==> src/rtl/cache_pkg.sv <==
// Shared cache geometry and refill FSM types, imported by the cache and its refill unit.
package cache_pkg;
  localparam int ADDR_W      = 32;
  localparam int WORD_W      = 64;
  localparam int BLOCK_WORDS = 4;
  localparam int OFF_W       = $clog2(BLOCK_WORDS);

  typedef logic [WORD_W*BLOCK_WORDS-1:0] cache_line_t;

  typedef enum logic [1:0] {
    RF_IDLE,
    RF_REQ,
    RF_WAIT,
    RF_DONE
  } refill_state_t;
endpackage

==> src/rtl/cache_refill_unit.sv <==
// Miss-path line fetcher: reads one block from memory critical-word-first,
// forwards the critical word early and returns the assembled line to the cache.
module cache_refill_unit
  import cache_pkg::*;
#(
  parameter int ADDR_W      = cache_pkg::ADDR_W,
  parameter int WORD_W      = cache_pkg::WORD_W,
  parameter int BLOCK_WORDS = cache_pkg::BLOCK_WORDS
) (
  input  logic                          clock,
  input  logic                          reset,
  input  logic                          refill_req,
  input  logic [ADDR_W-1:0]             refill_addr,
  output logic                          refill_ready,
  output logic                          crit_valid,
  output logic [WORD_W-1:0]             crit_data,
  output logic                          refill_done,
  output logic [WORD_W*BLOCK_WORDS-1:0] refill_line,
  output logic [ADDR_W-1:0]             refill_base,
  output logic                          mem_req_valid,
  input  logic                          mem_req_ready,
  output logic [ADDR_W-1:0]             mem_req_addr,
  input  logic                          mem_rsp_valid,
  input  logic [WORD_W-1:0]             mem_rsp_data
);
  localparam int L_OFF_W = $clog2(BLOCK_WORDS);

  refill_state_t                 r_state;
  logic [L_OFF_W-1:0]            r_off;
  logic [L_OFF_W-1:0]            r_cnt;
  logic [ADDR_W-1:0]             r_base;
  logic [WORD_W*BLOCK_WORDS-1:0] r_line;
  logic                          r_ready;
  logic                          r_critValid;
  logic [WORD_W-1:0]             r_critData;
  logic                          r_done;
  logic                          r_reqValid;
  logic [ADDR_W-1:0]             r_reqAddr;

  logic [L_OFF_W-1:0]            w_slot;
  logic [L_OFF_W-1:0]            w_nextSlot;
  logic                          w_lastWord;
  logic [ADDR_W-1:0]             w_acceptBase;

  // Slot arithmetic wraps naturally in L_OFF_W bits, keeping every read inside the block.
  assign w_slot       = r_off + r_cnt;
  assign w_nextSlot   = w_slot + L_OFF_W'(1);
  assign w_lastWord   = (r_cnt == L_OFF_W'(BLOCK_WORDS - 1));
  assign w_acceptBase = refill_addr & ~ADDR_W'(BLOCK_WORDS - 1);

  always_ff @(posedge clock) begin
    if (reset) begin
      r_state     <= RF_IDLE;
      r_off       <= '0;
      r_cnt       <= '0;
      r_base      <= '0;
      r_line      <= '0;
      r_ready     <= 1'b1;
      r_critValid <= 1'b0;
      r_critData  <= '0;
      r_done      <= 1'b0;
      r_reqValid  <= 1'b0;
      r_reqAddr   <= '0;
    end else begin
      r_critValid <= 1'b0;
      r_done      <= 1'b0;
      case (r_state)
        RF_IDLE: begin
          if (refill_req) begin
            r_base     <= w_acceptBase;
            r_off      <= refill_addr[L_OFF_W-1:0];
            r_cnt      <= '0;
            r_reqAddr  <= refill_addr;
            r_reqValid <= 1'b1;
            r_ready    <= 1'b0;
            r_state    <= RF_REQ;
          end
        end
        RF_REQ: begin
          if (mem_req_ready) begin
            r_reqValid <= 1'b0;
            r_state    <= RF_WAIT;
          end
        end
        RF_WAIT: begin
          // Responses are only honoured here, so stale or early data never reaches the line.
          if (mem_rsp_valid) begin
            r_line[w_slot*WORD_W +: WORD_W] <= mem_rsp_data;
            if (r_cnt == '0) begin
              r_critValid <= 1'b1;
              r_critData  <= mem_rsp_data;
            end
            r_cnt <= r_cnt + L_OFF_W'(1);
            if (w_lastWord) begin
              r_done  <= 1'b1;
              r_state <= RF_DONE;
            end else begin
              r_reqValid <= 1'b1;
              r_reqAddr  <= r_base | ADDR_W'(w_nextSlot);
              r_state    <= RF_REQ;
            end
          end
        end
        RF_DONE: begin
          r_ready <= 1'b1;
          r_state <= RF_IDLE;
        end
        default: begin
          r_state <= RF_IDLE;
        end
      endcase
    end
  end

  assign refill_ready  = r_ready;
  assign crit_valid    = r_critValid;
  assign crit_data     = r_critData;
  assign refill_done   = r_done;
  assign refill_line   = r_line;
  assign refill_base   = r_base;
  assign mem_req_valid = r_reqValid;
  assign mem_req_addr  = r_reqAddr;
endmodule

==> config.mk <==
export PLATFORM = sky130hd
export DESIGN_NAME = cache_refill_unit
export DESIGN_NICKNAME = d
export VERILOG_FILES = /design/src/rtl/cache_pkg.sv /design/src/rtl/cache_refill_unit.sv
export SDC_FILE = /design/constraint.sdc
export NUM_CORES = 1
export LEC_CHECK = 0
export ABC_AREA = 1
export BUFFER_PORTS_ARGS = -buffer_cell sky130_fd_sc_hd__buf_2
export CORE_AREA = 3 3 191 193
export DETAILED_ROUTE_END_ITERATION = 6
export DIE_AREA = 0 0 194 196
export GPL_TIMING_DRIVEN = 0
export HOLD_SLACK_MARGIN = 0.06
export PLACE_DENSITY = 0.75
export SYNTH_ARGS = -nofsm -noshare
export SYNTH_HDL_FRONTEND = slang
export SYNTH_SLANG_ARGS = --single-unit
==> constraint.sdc <==
create_clock -name clock -period 3.6 [get_ports clock]
set_clock_uncertainty 0.2 [all_clocks]
set_input_delay 0.72 -clock clock [delete_from_list [all_inputs] [get_ports clock]]
set_output_delay 0.72 -clock clock [all_outputs]
set_load 0.02 [all_outputs]
## Word-level counts from Yosys, hierarchy flattened

Cells that the tools add are included.

| word-level totals | value |
|---|---|
| register bits | 392 |
| bits of input ports | 101 |
| output and inout port bits | 388 |
| word-level logic and storage cells | 64 |

| cells by class | value |
|---|---|
| add/subtract/negate cells | 4 |
| equality and inequality tests | 8 |
| shift operators | 2 |
| multiplexer cells | 22 |
| bitwise logic cells | 3 |
| reduce and logical (&&, ||, !) cells | 14 |

Operator list:

| cell | count |
|---|---|
| $bwmux 256 | 1 |
| $shift 64x34->256 const A | 1 |
| $shiftx 64x34->256 | 1 |
| $mux 32 | 3 |
| $pmux 32 s2 | 1 |
| $neg 8->34 | 1 |
| $or 32x2->32 | 1 |
| $mux 2 | 6 |
| $reduce_and 3->1 | 3 |
| $ne 2x2->1 const B | 4 |
| $pmux 2 s4 | 1 |
| $mux 1 | 7 |
| $eq 2x2->1 const B | 3 |
| $reduce_and 2->1 | 3 |
| $reduce_and 5->1 | 1 |
| $add 2x1->2 const B | 2 |
| $logic_not 2->1 | 2 |
| $pmux 2 s2 | 1 |
| $reduce_and 4->1 | 1 |
| $reduce_bool 2->1 | 2 |
| $pmux 1 s3 | 1 |
| $reduce_bool 3->1 | 1 |
| $reduce_or 3->1 | 1 |
| $add 2x2->2 | 1 |
| other kinds (3) | 4 |

## Longest topological paths before layout

Gate-level depths: netlist of the first run.

| depth | value |
|---|---|
| depth in word-level cells | 6 |
| gate-level depth with buffers | 17 |
| depth with buffers taken out | 12 |

## Worst setup path after synthesis of the first run

OpenSTA, ideal clock, no wires.

| timing path | value |
|---|---|
| path type | reg2reg |
| start | register r_cnt[0] |
| end | register r_line[164] (netlist: refill_line[164]) |
| setup time | 0.128 ns |
| arrival time | 2.662 ns |
| data required time | 3.272 ns |
| path slack | 0.610 ns |
| cell stages (with the launch flop) | 12 |
| buffers on the path | 5 |
| clock period less this slack | 2.990 ns |
| cell sequence | dfxtp_1 > ha_1 > inv_1 > clkbuf_1 > clkbuf_1 > ha_1 > clkbuf_1 > clkbuf_1 > buf_1 > nor2_1 > nand3_1 > a21oi_1 |

| on the way | value |
|---|---|
| cells in the longest elaborated chain, start to end | 4 |
| elaborated cells between the ends (all ways) | 5 |
| those cells by class | add/sub (2); shift (2); mux (1) |

RTL lines:

| item | RTL line | source |
|---|---|---|
| from (decl) | cache_refill_unit.sv:30 | `logic [L_OFF_W-1:0] r_cnt;` |
| from (signal assigned) | cache_refill_unit.sv:93 | `r_cnt <= r_cnt + L_OFF_W'(1);` |
| $add 2x2->2 (*) | cache_refill_unit.sv:46 | `assign w_slot = r_off + r_cnt;` |
| $neg 8->34 (*) | cache_refill_unit.sv:88 | `r_line[w_slot*WORD_W +: WORD_W] <= mem_rsp_data;` |
| $shiftx 64x34->256 or $shift 64x34->256 (tied branches) | cache_refill_unit.sv:88 |  |
| $bwmux 256 (*) | cache_refill_unit.sv:88 |  |
| to (signal, indexed assignment) | cache_refill_unit.sv:88 |  |
| to (decl) | cache_refill_unit.sv:32 | `logic [WORD_W*BLOCK_WORDS-1:0] r_line;` |

Every way passes the cells marked *; elsewhere a longest branch is shown, timed or not.
A chain may end at the register's enable or synchronous reset.

## Worst setup path after layout of the first run

| timing path | value |
|---|---|
| start | register r_cnt[0] |
| end | register r_line[185] (netlist: refill_line[185]) |

Same word-level chain as after synthesis.

==> flow_summary.toml, run 1 <==
[global_route]
track_usage_pct = 33.94
grt_max_degree = 13
grt_pass1_vias = 17650
overflow = 0
grt_pass1_wl_um = 101700
antenna_found_initial = 2

[sta]
slew_violations = 0
hold_viol = 0
finalSetupViolCount = 0
relSlewSlack_pct = 38.65
hold_ws_ps = 222.7
period_minus_slack_ps = 3374
worst_pin_slew_ps = 920.3
fin_crit_sh_pct = 93.71
rsz0062_at_grt = "no"
fmax_ghz = 0.2964

[final_layout]
final_nets = 3183
area_growth_pct = 26.31
final_util_pct = 62.09
drive_gt1_share_pct = 19.99

[die]
initial_core_util_pct = 49.15
io-pin-count = 489
die_x_um = 194
die_area_mm2 = 0.03802
die_h_um = 196
row_count = 68
core_area_mm2 = 0.03471

[clock_network]
cts_max_level = 2
tritoncts = "done"
clock-sinks = 392
clk_pin_slew_ps = 60
cts_hold_buf = 0
cts_root_buf = "clkbuf_16"
clockBufferDepth = 3
numCtsBuffers = 43
worstSkewPairLatency_ps = 560

[place]
hpwl_um = 52700
portBuffers = 486
gp_congestion = 0.9182

[routing]
wl_per_cell_um = 18.97
drt_iter0_drc = 1736
drc = 0
vias = 18830
ant_nets = 0
totalWireLength_um = 67630
drt-pass1-iter-count = 6
via_per_inst = 5.283

[run_status]
status = "completed"

[setup_path]
startpoint = "r_cnt[0]"
crit_path_start_kind = "flip-flop"
cp.required_ps = 3880
cp-endpoint = "refill_line[185]"
timing.rr.end = "refill_line[185]"
r2r_slack_ps = 230
critPathKind = "reg2reg"
ff2ff_path_depth = 9
r2r_start = "r_cnt[0]"
path_max_fanout = 11
end_kind = "flip-flop"
arrival_ps = 3660

[power]
ir_worst_vdd_uv = 370.6
power_leakage_nw = 10.71
p_per_area_mw_per_mm2 = 495.4
p_total_mw = 10.68

[logic_synthesis]
ys_types = 23
syn_avg_cell_area_um2 = 6.720
yosys_warnings = 0
yosysSeqAreaShare_pct = 45.99
synth_cells = 2539
synth_seq_cells = 392
syn-cell-area_mm2 = 0.01706

[run]
drv_cap = 0

[min_path]
hp-class = "in2reg"
-- power by group --
group | switching (mW) | internal [mW]
clock network | 1.80 | 2.64
logic | 1.25 | 0.434
registers | 0.0816 | 4.47
total | 3.13 | 7.55
-- worst max-delay path: stages (launching register included) --
cell,delay [ps]
dfxtp_1,350
ha_1,500
clkinvlp_4,260
clkbuf_2,280
ha_1,330
buf_2,160
nor2_2,450
clkbuf_1,420
nand3_1,160
a21oi_1,170
-- cell usage after synthesis (all sizes together) --
master	n	area share [%]
nand2	580	13
dfxtp	392	46
inv	316	7.0
nor2	307	6.8
a21oi	225	6.6
nand3	212	6.2
o21ai	166	4.9
clkbuf	148	3.3
nor3	74	2.2
buf	55	1.8
nand4	55	2.0
ha	6	0.44
clkinv	1	0.022
conb	1	0.022
nand3b	1	0.044
-- sequential cells by signal, indices dropped and copies added, names as in the netlist --
signal and flops:
crit_data 64, r_state 2, refill_ready 1, mem_req_addr 32, refill_done 1, crit_valid 1
mem_req_valid 1, r_cnt 2, refill_base 30, r_off 2, refill_line 256
-- worst min-delay path by stage --
stage	start	endpoint	slack, ps	cells after the start
floorplan	r_off[1]	r_off[1]	240	2
global placement	mem_req_addr[1]	mem_req_addr[1]	250	2
detailed placement	mem_req_addr[18]	mem_req_addr[18]	250	2
CTS	refill_addr[26]	refill_base[26]	210	3
global route	refill_addr[5]	refill_base[5]	240	3
finish	refill_addr[26]	refill_base[26]	220	3
-- cells by family (layout without fill, tap and decap cells) --
kind of cell             after synthesis  in the layout  synth area share (%)
AO/OA/AOI/OAI                        391            391                 11.47
other                                  1              5               0.02198
AND/OR/NAND/NOR                     1229           1229                 30.05
adder cells (fa/ha/maj)                6              6                0.4400
buffers and inverters                520           1087                 12.03
flip-flops                           392            392                 45.99
-- cells in the final DEF, fill, tap and decap left out, drive strengths merged --
cell type / instances
nor3: 74
buf: 547
dfxtp: 392
diode: 3
bufinv: 1
clkinv: 4
nor2: 307
nand2: 580
clkinvlp: 1
a21oi: 225
nand3b: 1
ha: 6
clkbuf: 219
nand4: 55
inv: 315
o21ai: 166
conb: 2
nand3: 212
-- timing repair --
| action | CTS | global route |
|---|---|---|
| endpoints found under the setup margin | 249 | 219 |
| setup buffers | 0 | 7 |
| pin swaps | 0 | 0 |
| gates cloned | 0 | 0 |
| gates resized for setup | 7 | 5 |
-- area by class of cell --
type	count	area [um2]
Clock inverter	4	45.04
Tap cell	455	569.3
Multi-Input combinational cell	1628	7172
Clock buffer	72	1368
Timing Repair Buffer	493	2485
Buffer	201	864.6
Sequential cell	392	7848
Antenna cell	3	7.507
Fill cell	3272	13160
Inverter	317	1194
-- per-layer routing --
layer,track usage (%),vias up,wire [um]
li1,-,9058,-
met1,43.87,8634,27270
met2,55.24,993,30860
met3,7.934,148,6713
met4,13.51,0,2798
met5,0,-,0
-- stage by stage --
step	worst slack [ps]	cells	instance area (um2)	setup TNS, ps
final	226.3	3565	21550	0
after global routing	9.428	3564	21550	0
after CTS	-38.38	3557	21490	-562.0
after detailed placement	-466.9	3481	20070	-53180
after global placement	-354.0	3481	20070	-33730
after floorplan	610.0	2540	17070	0
Note: power is estimated with default switching activity, not from simulation.
==> run 2, diff against run 1 <==
--- a/config.mk
+++ b/config.mk
@@ -7,9 +7,9 @@
 export LEC_CHECK = 0
 export ABC_AREA = 1
 export BUFFER_PORTS_ARGS = -buffer_cell sky130_fd_sc_hd__buf_2
-export CORE_AREA = 3 3 191 193
+export CORE_AREA = 2 2 190 192
 export DETAILED_ROUTE_END_ITERATION = 6
-export DIE_AREA = 0 0 194 196
+export DIE_AREA = 0 0 192 194
 export GPL_TIMING_DRIVEN = 0
 export HOLD_SLACK_MARGIN = 0.06
 export PLACE_DENSITY = 0.75
==> run 2 against run 1 <==
Net effect:
- critical path depth increased by 4
- critical endpoint is now refill_line[59]
- critical path type unchanged
- routed wire length decreased by 1.4%
- die area decreased by 2.0%
- largest cell class unchanged
- final area about the same
- non-clock buffer count shrank 7
- fmax increased by 0.28%
==> flow_summary.toml, run 2 (synthesized netlist as in run 1, its figures left out) <==
[run_status]
status = "completed"

[routing]
totalWireLength_um = 66660
drt_iter0_drc = 1667
via_per_inst = 5.283
ant_nets = 0
drc = 0
drt-pass1-iter-count = 5
wl_per_cell_um = 18.71
vias = 18820

[global_route]
antenna_found_initial = 3
overflow = 0
grt_pass1_vias = 17860
grt_pass1_wl_um = 99910
track_usage_pct = 34.69
grt_max_degree = 14

[power]
ir_worst_vdd_uv = 400.1
power_frac_seq_pct = 42.1
comb_power_share_pct = 15.6
p_per_area_mw_per_mm2 = 500.5
power_leakage_nw = 10.73
p_total_mw = 10.79
power_frac_clock_pct = 42.3
power_switching_mw = 3.157
p_sw_share_pct = 29.24
p_int_mw = 7.638

[run]
drv_cap = 0

[final_layout]
finalNonFillerCells = 3563
largest_register_ffs = 256
layout_common_cells = "nand2_1, buf_2, dfxtp_1, inv_1, nor2_1"
area_growth_pct = 26.41
fin_area_mm2 = 0.02157
final_nets = 3176
drive_gt1_share_pct = 20.19
mostFrequentLayoutCell = "nand2_1"

[place]
place_area_mm2 = 0.02008
hpwl_um = 51730
gp_congestion = 0.9377
place_inst = 3487
portBuffers = 486

[sta]
fin_crit_sh_pct = 93.45
relSlewSlack_pct = 35.01
slew_violations = 0
hold_ws_ps = 226.3
tns_ps = 0
rsz0062_at_grt = "no"
worst_pin_slew_ps = 974.8
period_minus_slack_ps = 3364
hold_viol = 0
finalSetupViolCount = 0
fmax_ghz = 0.2972

[clock_network]
numCtsBuffers = 43
clockBufferDepth = 3
clk_pin_slew_ps = 60
cts_root_buf = "clkbuf_16"
worstSkewPairLatency_ps = 560
postCtsSetupRepairBufs = 0
tritoncts = "done"
cts_max_level = 2
clock-sinks = 392

[die]
core_area_mm2 = 0.03522
io-pin-count = 489
row_count = 69
die_x_um = 192
initial_core_util_pct = 48.44
die_h_um = 194
die_area_mm2 = 0.03725

[setup_path]
path_max_fanout = 13
cp.required_ps = 3900
critPathKind = "reg2reg"
arrival_ps = 3660
crit_path_start_kind = "flip-flop"
end_kind = "flip-flop"

[min_path]
hp-class = "in2reg"
-- run 2: cell count changes in the layout (fill, tap and decap cells not counted) --
cell / delta
buf_4: -7
nor2_2: -1
diode_2: -2
clkbuf_1: -10
buf_1: -1
clkinv_2: +6
clkbuf_2: +3
nor2_4: +1
inv_1: +1
bufinv_16: +1
clkbuf_8: +2
clkinv_1: -1
-- run 2: through the flow --
step                      setup slack, ps  utilization, %
final                               235.8           61.23
after global routing                29.68           61.23
after CTS                           15.40           61.21
after detailed placement           -532.5           56.99
after global placement             -482.4           56.99
after floorplan                     610.0               -
-- run 2: critical path, stage by stage (launching register included) --
cell and delay [ps]:
dfxtp_1 340, ha_1 470, inv_1 280, clkbuf_2 300, ha_1 320, buf_2 190, nand2_2 210, inv_1 140
buf_2 230, clkbuf_2 250, nand2_1 70, nand3_1 90, nand2_1 70, nor2_1 120
-- run 2: worst paths after layout --
kind,start,end,slack [ps],depth (start not counted)
max,r_cnt[0],refill_line[59],240,13
min,refill_addr[3],refill_base[3],230,3
max reg2reg,r_cnt[0],refill_line[59],240,13
min reg2reg,mem_req_addr[3],mem_req_addr[3],260,2
-- run 2: layout make-up --
| cell class | instances | area, um2 |
|---|---|---|
| antenna | 1 | 2.502 |
| buffer | 201 | 868.3 |
| clock buffer | 66 | 1365 |
| clock inverter | 11 | 107.6 |
| fill | 3305 | 13660 |
| inverter | 317 | 1191 |
| multi-input combinational | 1628 | 7177 |
| sequential | 392 | 7848 |
| tap | 461 | 576.8 |
| timing repair buffer | 486 | 2432 |
-- run 2: repair_timing --
item	in CTS	in global routing
hold buffers	0	0
resized for setup	9	9
cloned	0	0
setup endpoints to repair	238	147
-- run 2: per-layer routing --
metal  track usage [%]  share of wire, %
met1             43.12                40
met2             56.41                45
met3             8.724                10
met4             15.80               4.8
met5                 0                 0
-- run 2: power by group through the flow --
stage	logic [mW]	clock network (mW)	registers, mW
2_1_floorplan	0.891	0	4.78
3_3_place_gp	1.61	0	4.64
3_5_place_dp	1.64	0	4.64
4_1_cts	1.65	4.59	4.55
5_1_grt	1.84	4.75	4.56
6_report	1.68	4.56	4.55
